`config.mk`:
```
export PLATFORM = sky130hd
export DESIGN_NAME = wgt_tile_addr_gen
export DESIGN_NICKNAME = d
export VERILOG_FILES = /design/src/rtl/wgt_tile_addr_gen.sv
export SDC_FILE = /design/constraint.sdc
export NUM_CORES = 1
export LEC_CHECK = 0
export ABC_AREA = 1
export ABC_CLOCK_PERIOD_IN_PS = 7000
export CAP_MARGIN = 20
export CORE_MARGIN = 1
export CORE_UTILIZATION = 49
export CTS_CLUSTER_DIAMETER = 80
export CTS_CLUSTER_SIZE = 40
export DETAILED_ROUTE_END_ITERATION = 10
export GPL_TIMING_DRIVEN = 0
export PLACE_DENSITY = 0.83
export SYNTH_ARGS = -nofsm -noshare
export SYNTH_HDL_FRONTEND = slang
export SYNTH_SLANG_ARGS = --single-unit
```
`constraint.sdc`:
```
create_clock -name clk -period 7 [get_ports clk]
set_input_delay 1.4 -clock clk [delete_from_list [all_inputs] [get_ports clk]]
set_output_delay 1.4 -clock clk [all_outputs]
set_load 0.02 [all_outputs]
```
`src/rtl/wgt_tile_addr_gen.sv`:
```
// wgt_tile_addr_gen
//   Weight-address generator for the systolic array. A layer config is
//   latched on `start`; each `load` then streams one filter tile of
//   weight addresses (k*k*C beats) to the weight RAM under valid/ready
//   handshaking. The block tracks the remaining filters itself, sizes the
//   last partial tile, and pulses tile/layer completion.
//
//   Optional feature: define WGT_ADDR_BOUND_CHECK_EN to build a sticky
//   bound check (addr_err) on accepted beats. Without it addr_err is tied 0.
//
// Ports
//   clk, rst             clock, synchronous active-high reset
//   start                latch layer config (IDLE only)
//   load                 request next tile (IDLE, filters remaining)
//   layer_base_addr      first weight word of the layer
//   kernel_size          1..7
//   num_channel          channel count
//   num_filter           filter count
//   rd_ready             downstream accepts current beat
//   wgt_addr             current beat address
//   read_en              beat valid
//   read_wgt_size        filters in the current tile
//   tile_done            pulse after a tile's last beat is accepted
//   layer_done           pulse when the final tile completes
//   busy                 not IDLE
//   cfg_err              sticky: last start carried a zero field
//   addr_err             sticky bound violation (optional feature)
module wgt_tile_addr_gen #(
   parameter int SYSTOLIC_SIZE = 16,
   parameter int WGT_RAM_SIZE  = 8845488,
   parameter int ADDR_W        = $clog2(WGT_RAM_SIZE),
   parameter int CH_W          = 11,
   parameter int FLT_W         = 11,
   parameter int CNT_W         = CH_W + 6
) (
   input  logic                               clk,
   input  logic                               rst,
   input  logic                               start,
   input  logic                               load,
   input  logic [ADDR_W-1:0]                  layer_base_addr,
   input  logic [2:0]                         kernel_size,
   input  logic [CH_W-1:0]                    num_channel,
   input  logic [FLT_W-1:0]                   num_filter,
   input  logic                               rd_ready,
   output logic [ADDR_W-1:0]                  wgt_addr,
   output logic                               read_en,
   output logic [$clog2(SYSTOLIC_SIZE):0]     read_wgt_size,
   output logic                               tile_done,
   output logic                               layer_done,
   output logic                               busy,
   output logic                               cfg_err,
   output logic                               addr_err
);

   localparam int SZ_W = $clog2(SYSTOLIC_SIZE) + 1;

   typedef enum logic [1:0] {IDLE, SETUP, ADDRESSING, UPDATE} state_t;

   state_t            state, state_nxt;
   logic [CNT_W-1:0]  wpf;
   logic [CNT_W-1:0]  cnt;
   logic [FLT_W-1:0]  rem_filt;
   logic              accept;
   logic              last_beat;
   logic              cfg_zero;

   assign accept    = read_en & rd_ready;
   assign last_beat = (cnt == wpf - CNT_W'(1));
   assign cfg_zero  = (kernel_size == 3'd0) || (num_channel == '0) || (num_filter == '0);

   assign read_en    = (state == ADDRESSING);
   assign busy       = (state != IDLE);
   assign tile_done  = (state == UPDATE);
   // rem_filt is decremented at the end of UPDATE, so the final tile is the
   // one whose size equals what is still outstanding.
   assign layer_done = (state == UPDATE) && (rem_filt == FLT_W'(read_wgt_size));

   always_ff @(posedge clk) begin
      if (rst) state <= IDLE;
      else     state <= state_nxt;
   end

   always_comb begin
      state_nxt = state;
      case (state)
         IDLE:       if (!start && load && rem_filt != '0) state_nxt = SETUP;
         SETUP:      state_nxt = ADDRESSING;
         ADDRESSING: if (accept && last_beat) state_nxt = UPDATE;
         UPDATE:     state_nxt = IDLE;
         default:    state_nxt = IDLE;
      endcase
   end

   always_ff @(posedge clk) begin
      if (rst) begin
         wgt_addr      <= '0;
         wpf           <= '0;
         cnt           <= '0;
         rem_filt      <= '0;
         read_wgt_size <= SZ_W'(SYSTOLIC_SIZE);
         cfg_err       <= 1'b0;
      end else begin
         case (state)
            IDLE: begin
               if (start) begin
                  wpf      <= CNT_W'(kernel_size) * CNT_W'(kernel_size) * CNT_W'(num_channel);
                  rem_filt <= cfg_zero ? '0 : num_filter;
                  wgt_addr <= layer_base_addr;
                  cfg_err  <= cfg_zero;
               end
            end
            SETUP: begin
               read_wgt_size <= (rem_filt >= FLT_W'(SYSTOLIC_SIZE)) ? SZ_W'(SYSTOLIC_SIZE)
                                                                    : SZ_W'(rem_filt);
               cnt           <= '0;
            end
            ADDRESSING: begin
               if (accept) begin
                  // addresses advance by tile width and wrap modulo 2^ADDR_W
                  wgt_addr <= wgt_addr + ADDR_W'(read_wgt_size);
                  cnt      <= cnt + CNT_W'(1);
               end
            end
            UPDATE: rem_filt <= rem_filt - FLT_W'(read_wgt_size);
            default: ;
         endcase
      end
   end

`ifdef WGT_ADDR_BOUND_CHECK_EN
   logic [ADDR_W:0] beat_end;
   assign beat_end = {1'b0, wgt_addr} + (ADDR_W+1)'(read_wgt_size);

   always_ff @(posedge clk) begin
      if (rst)
         addr_err <= 1'b0;
      else if (state == IDLE && start)
         addr_err <= 1'b0;
      else if (accept && beat_end > (ADDR_W+1)'(WGT_RAM_SIZE))
         addr_err <= 1'b1;
   end
`else
   assign addr_err = 1'b0;
`endif

endmodule

```
; ---- Word level (Yosys, flattened, before mapping)
; Index checks and enable logic that the tools add are counted.
[word_totals]
reg_bits = 77
out_inout_bits = 35
word_cells = 57
[classes]
bitwise_logic = 1
order_cmp = 1
n_reduce_logical = 21
mul = 2
n_addsub = 4
n_eq_ne = 9
mux = 12
[ops]
columns = cell, n
row1 = two-way mux 24 bit, 2
row2 = one-hot mux 24 bit (2 select lines), 1
row3 = one-hot mux 17 bit (2 select lines), 1
row4 = adder 24 x 5 -> 24 bit, 1
row5 = zero test 11 bit, 2
row6 = two-way mux 11 bit, 2
row7 = one-hot mux 11 bit (2 select lines), 1
row8 = adder 17 x 1 -> 17 bit (second input constant), 1
row9 = equality test 17 bit, 1
row10 = multiplier 6 x 11 -> 17 bit, 1
row11 = two-way mux 17 bit, 1
row12 = subtractor 17 x 1 -> 17 bit (second input constant), 1
row13 = equality test 11 x 5 -> 1 bit, 1
row14 = >= comparator 11 x 5 -> 1 bit (second input constant), 1
row15 = nonzero test 11 bit, 1
row16 = subtractor 11 x 5 -> 11 bit, 1
row17 = one-hot mux 2 bit (4 select lines), 1
row18 = AND reduction 2 bit, 4
row19 = nonzero test 2 bit, 4
row20 = multiplier 3 x 3 -> 6 bit, 1
row21 = two-way mux 5 bit, 1
row22 = equality test 2 bit (second input constant), 2
row23 = logical AND 1 bit, 4
row24 = two-way mux 2 bit, 2
row25 = other kinds (9), 12

; ---- Depth between registers and ports, before layout
[depth]
ltp_word = 6
mapped_depth = 22
depth_no_buf = 21

; ---- Least setup slack after synthesis
; No wires, ideal clock.
[synth_timing]
kind = input to register
start = input port kernel_size[0]
end = register wpf[14]
n_path_buf = 1
arrival_ns = 5.271
slack_ns = 1.613
stages = 19
cell_sequence = clkbuf_1 -> nand2_1 -> inv_1 -> ha_1 -> o21bai_1 -> nand2_1 -> inv_1 -> nand2_1 -> fa_1 -> fa_1 -> fa_1 -> fa_1 -> o21ai_1 -> a21oi_1 -> o21ai_1 -> a21oi_1 -> xor2_1 -> o21ai_0 -> inv_1
[synth_via]
elab_chain_cells = 2
[synth_lines]
columns = element, line_no
row1 = start: declaration, 41  ; input logic [2:0] kernel_size,
row2 = multiplier 3 x 3 -> 6 bit, 106  ; wpf <= CNT_W'(kernel_size) * CNT_W'(kernel_size) * CNT_W'(num_channel);
row3 = multiplier 6 x 11 -> 17 bit, 106
row4 = end signal: assignment, 106
row5 = end: declaration, 60  ; logic [CNT_W-1:0] wpf;
; No other way between the ends.
; A chain may end at the register's enable or synchronous reset.

; ---- Worst setup path after layout
[layout_timing]
start = input port kernel_size[0]
end = register wpf[13]
; The elaborated chain is that of the path after synthesis.

==> report_table.html <==
<table>
<tr><th>Metric</th><th>Value</th></tr>
<tr><th colspan="2">Place</th></tr>
<tr><td>HPWL after detailed placement</td><td>14900 um</td></tr>
<tr><td>Routability Congestion</td><td>0.930</td></tr>
<tr><td>Number of buffer cells added on primary ports</td><td>86</td></tr>
<tr><td>Cell count after placement</td><td>1336</td></tr>
<tr><th colspan="2">Floorplan</th></tr>
<tr><td>Die height</td><td>122 um</td></tr>
<tr><td>I/O pin count</td><td>89</td></tr>
<tr><td>Effective utilization at floorplan</td><td>50.7%</td></tr>
<tr><td>Die Span X</td><td>122 um</td></tr>
<tr><td>Core Box Area</td><td>14000 um^2</td></tr>
<tr><td>Overall die area</td><td>15000 um^2</td></tr>
<tr><td>Count of standard-cell rows</td><td>43</td></tr>
<tr><th colspan="2">Min path</th></tr>
<tr><td>Hold Path Cell Cnt</td><td>2</td></tr>
<tr><td>Startpoint of the worst hold path</td><td>rem_filt[6]</td></tr>
<tr><td>Path class of the lowest-slack min-delay path</td><td>flop to flop</td></tr>
<tr><td>Hold Crit Endpoint</td><td>rem_filt[6]</td></tr>
<tr><th colspan="2">Clocking</th></tr>
<tr><td>CTS Hold Buffers Added</td><td>0</td></tr>
<tr><td>Insertion delay of the later-clocked pin in the worst-skew pair</td><td>0.35 ns</td></tr>
<tr><td>CTS tree</td><td>done</td></tr>
<tr><td>Total of cells resized after clock tree synthesis</td><td>0</td></tr>
<tr><td>Buffer levels on the longest clock path</td><td>2</td></tr>
<tr><td>Inserted Clock Buffers</td><td>9</td></tr>
<tr><td>TritonCTS Sinks</td><td>77</td></tr>
<tr><td>H-Tree Level Count</td><td>3</td></tr>
<tr><td>CTS clock-pin slew for the worst setup and hold paths</td><td>0.06 ns</td></tr>
<tr><td>Post-CTS setup-driven buffer insertion count</td><td>0</td></tr>
<tr><td>Clk root buf</td><td>clkbuf_16</td></tr>
<tr><th colspan="2">Logic synthesis</th></tr>
<tr><td>Net count after synthesis</td><td>1201</td></tr>
<tr><td>Portion of the post-synthesis area used by sequential elements</td><td>21.7%</td></tr>
<tr><td>Asr flop ratio synth</td><td>0%</td></tr>
<tr><td>Post-Syn Instances</td><td>1070</td></tr>
<tr><td>Unique cell type count in the Yosys netlist</td><td>56</td></tr>
<tr><td>Syn Area/Cell</td><td>6.62 um^2</td></tr>
<tr><td>Total of flip-flops plus latches after synthesis</td><td>77</td></tr>
<tr><td>Synth Cell Area</td><td>7090 um^2</td></tr>
<tr><td>Most used DFF post-synth</td><td>dfxtp_1</td></tr>
<tr><td>Yosys synthesis warning count</td><td>0</td></tr>
<tr><td>Number of enable-type register cells in the synthesized netlist</td><td>0</td></tr>
<tr><th colspan="2">Setup path</th></tr>
<tr><td>Type of the worst setup path</td><td>input port to flop</td></tr>
<tr><td>Slack of the worst reg-to-reg path</td><td>4.44 ns</td></tr>
<tr><td>Startpoint type of the worst setup path</td><td>input port</td></tr>
<tr><td>Worst Path Max Fanout</td><td>10</td></tr>
<tr><td>Worst path max stage delay</td><td>0.58 ns</td></tr>
<tr><td>Worst reg-to-reg path cell count</td><td>9</td></tr>
<tr><td>Critical path capture point type</td><td>flop</td></tr>
<tr><td>Most frequent cell on the critical path</td><td>inv_1</td></tr>
<tr><td>Required time of the worst setup path</td><td>7.24 ns</td></tr>
<tr><td>Cells traversed along the worst timing path</td><td>clkdlybuf4s50_1 -&gt; clkbuf_1 -&gt; nand2_1 -&gt; inv_1 -&gt; ha_1 -&gt; clkbuf_1 -&gt; nand2_1 -&gt; inv_1 -&gt; fa_1 -&gt; inv_1 -&gt; fa_1 -&gt; fa_1 -&gt; inv_1 -&gt; ha_1 -&gt; a21oi_1 -&gt; nand2_1 -&gt; a21oi_1 -&gt; o21ai_0 -&gt; a21oi_1 -&gt; xor2_1 -&gt; o21ai_0 -&gt; inv_1</td></tr>
<tr><td>Terminus of the critical flop-to-flop path</td><td>wgt_addr[2]</td></tr>
<tr><td>FF-to-FF Start</td><td>state[0]</td></tr>
<tr><td>Worst Path Arrival</td><td>6.39 ns</td></tr>
<tr><td>Crit-path slowest cell</td><td>clkdlybuf4s50_1</td></tr>
<tr><th colspan="2">Power and ir drop</th></tr>
<tr><td>IR Drop Worst-Case VDD</td><td>0.164 mV</td></tr>
<tr><td>Leakage power figure</td><td>3.97 nW</td></tr>
<tr><td>Power density of the placed cells</td><td>315 nW/um^2</td></tr>
<tr><td>P_int</td><td>1.42 mW</td></tr>
<tr><td>Switch Pwr</td><td>1.25 mW</td></tr>
<tr><td>Combinational Power Share</td><td>54.8%</td></tr>
<tr><td>Share of power burned in the clock network</td><td>19.5%</td></tr>
<tr><td>Total Power</td><td>2.67 mW</td></tr>
<tr><td>Share of total power in sequential cells</td><td>25.7%</td></tr>
<tr><td>Proportion of total power due to net switching</td><td>46.7%</td></tr>
<tr><th colspan="2">STA</th></tr>
<tr><td>Final setup skew</td><td>0.00674 ns</td></tr>
<tr><td>Setup repair after global routing missed its margin</td><td>false</td></tr>
<tr><td>Final worst path period need</td><td>6.15 ns</td></tr>
<tr><td>Total Neg Setup Slack</td><td>0 ns</td></tr>
<tr><td>Achievable clock frequency</td><td>163 MHz</td></tr>
<tr><td>Hold Fails Final Rpt</td><td>0</td></tr>
<tr><td>Transition time of the tightest slew-check pin</td><td>0.761 ns</td></tr>
<tr><td>Finish-stage setup viols</td><td>0</td></tr>
<tr><td>Final slew viol count</td><td>0</td></tr>
<tr><td>Fraction of the cycle the final worst path needs</td><td>87.8%</td></tr>
<tr><td>Headroom to the max-slew limit</td><td>49.0%</td></tr>
<tr><th colspan="2">Finish</th></tr>
<tr><td>Count of fill cells added during filler insertion</td><td>1301</td></tr>
<tr><td>Final #Nets</td><td>1298</td></tr>
<tr><td>Commonest non-fill, non-tap cells in the layout</td><td>nand2_1 (207), inv_1 (182), nor2_1 (108)</td></tr>
<tr><td>Layout cell share with drive strength beyond 1</td><td>6.31%</td></tr>
<tr><td>Signed area change from the synthesized netlist to the final layout</td><td>19.9%</td></tr>
<tr><td>Most common cell after layout, fill and taps aside</td><td>nand2_1</td></tr>
<tr><td>Diodes inserted</td><td>0</td></tr>
<tr><td>Filler-free cell count of the finished design</td><td>1352</td></tr>
<tr><th colspan="2">Outcome</th></tr>
<tr><td>Outcome</td><td>complete, no violations</td></tr>
<tr><th colspan="2">Global route</th></tr>
<tr><td>Number of global-route vias before repair</td><td>6579</td></tr>
<tr><td>First-pass GRT wire length</td><td>31300 um</td></tr>
<tr><td>Initial antenna violation count</td><td>0</td></tr>
<tr><td>Total global routing track utilization</td><td>26.3%</td></tr>
<tr><td>Maximum number of pins on one net before global-route repair</td><td>14</td></tr>
<tr><td>Gr ovfl total</td><td>0</td></tr>
<tr><th colspan="2">Route</th></tr>
<tr><td>Post-detailed-route via-to-cell ratio</td><td>5.41</td></tr>
<tr><td>DR WL/cell</td><td>14.2 um</td></tr>
<tr><td>Via total after detailed routing</td><td>7316</td></tr>
<tr><td>1st-iter DRT viols</td><td>599</td></tr>
<tr><td># DRC</td><td>0</td></tr>
<tr><td>Detailed Routing Iterations Pass 1</td><td>7</td></tr>
<tr><td>Antenna Violating Nets Remaining</td><td>0</td></tr>
<tr><td>Detailed Route WL</td><td>19200 um</td></tr>
<tr><th colspan="2">Flow run</th></tr>
<tr><td>Count of maximum capacitance violations</td><td>0</td></tr>
</table>
## Yosys cell counts (4+ instances only)
master,instances,area [um^2]
o21ai_0,55,275
or2_2,5,31.3
inv_1,182,683
dfxtp_1,77,1540
o21ai_1,12,60.1
xnor2_1,10,87.6
nand3b_1,4,30.0
xor2_1,21,184
a21oi_2,4,35.0
nor4_1,8,50.1
o211ai_1,16,120
nand4_1,14,87.6
clkbuf_1,18,67.6
ha_1,48,601
nor2_2,7,43.8
buf_2,8,40.0
nand2_1,207,777
nand3_1,60,300
a21oi_1,88,440
nor3_1,19,95.1
inv_2,7,26.3
nor2_1,108,405
nor2_4,6,67.6
nand2_2,7,43.8
fa_1,29,581
a211oi_1,5,37.5
## final cells by class
| type | instances | area (um^2) | area share (%) |
|---|---|---|---|
| clock inverter | 5 | 82.6 | 0.972 |
| clock buffer | 11 | 243 | 2.86 |
| tap | 180 | 225 | 2.65 |
| multi-input combinational | 771 | 4690 | 55.2 |
| buffer | 28 | 120 | 1.41 |
| timing repair buffer | 86 | 861 | 10.1 |
| inverter | 194 | 732 | 8.61 |
| sequential | 77 | 1540 | 18.1 |
## per-layer routing
metal	global-route usage (%)	wire, um
met1	34.5	8450
met2	44.2	9010
met3	5.02	1400
met4	6.94	328
met5	0	0
## how the worst max path moves through the flow
stage	startpoint	endpoint	depth (start not counted)
after detailed placement	kernel_size[0]	wpf[14]	20
after floorplan	kernel_size[0]	wpf[14]	19
after CTS	kernel_size[0]	wpf[13]	22
final	kernel_size[0]	wpf[13]	22
after global routing	kernel_size[0]	wpf[14]	20
after global placement	kernel_size[0]	wpf[14]	20
## flip-flops by register name (all words and copies together), names as in the netlist
register and count:
cfg_err 1, cnt 17, read_wgt_size 5, rem_filt 11, state 2, wgt_addr 24
wpf 17
## through the flow
stage / cell area, um^2 / util [%] / setup WS, ns / hold WS, ns
final: 8500 / 60.8 / 0.852 / 0.469
after global routing: 8500 / 60.8 / 0.408 / 0.485
after CTS: 8500 / 60.8 / 0.853 / 0.465
after detailed placement: 8170 / 58.4 / 0.489 / 0.455
after global placement: 8170 / 58.4 / 0.523 / 0.453
after floorplan: 7090 / - / 1.61 / 0.438
## worst max-delay path: cells and delay by family
family	cells	cell delay, ns
buffers and inverters	8	1.50
AO/OA/AOI/OAI	5	0.89
adder cells (fa/ha/maj)	5	2.13
AND/OR/NAND/NOR	3	0.36
XOR/XNOR	1	0.09
## logic make-up (layout without fill, tap and decap cells)
group                      Yosys count  after routing  share of synthesized area (%)
AOI/OAI and AO/OA                  201            201                           15.9
xor gates and xnor gates            32             32                           4.15
adders and majority gates           77             77                           16.7
buffers and inverters              222            324                           12.0
DFF                                 77             77                           21.7
other                                1              1                         0.0529
and+or+nand+nor                    460            460                           29.4
## power groups by stage
| stage | clock, mW | sequential [mW] | combinational [mW] |
|---|---|---|---|
| after global placement | 0 | 0.687 | 1.41 |
| after detailed placement | 0 | 0.691 | 1.44 |
| after floorplan | 0 | 0.727 | 0.960 |
| after global routing | 0.544 | 0.702 | 1.63 |
| after CTS | 0.521 | 0.682 | 1.45 |
| final | 0.521 | 0.686 | 1.47 |
No activity file was read; power rests on OpenSTA's default activity.
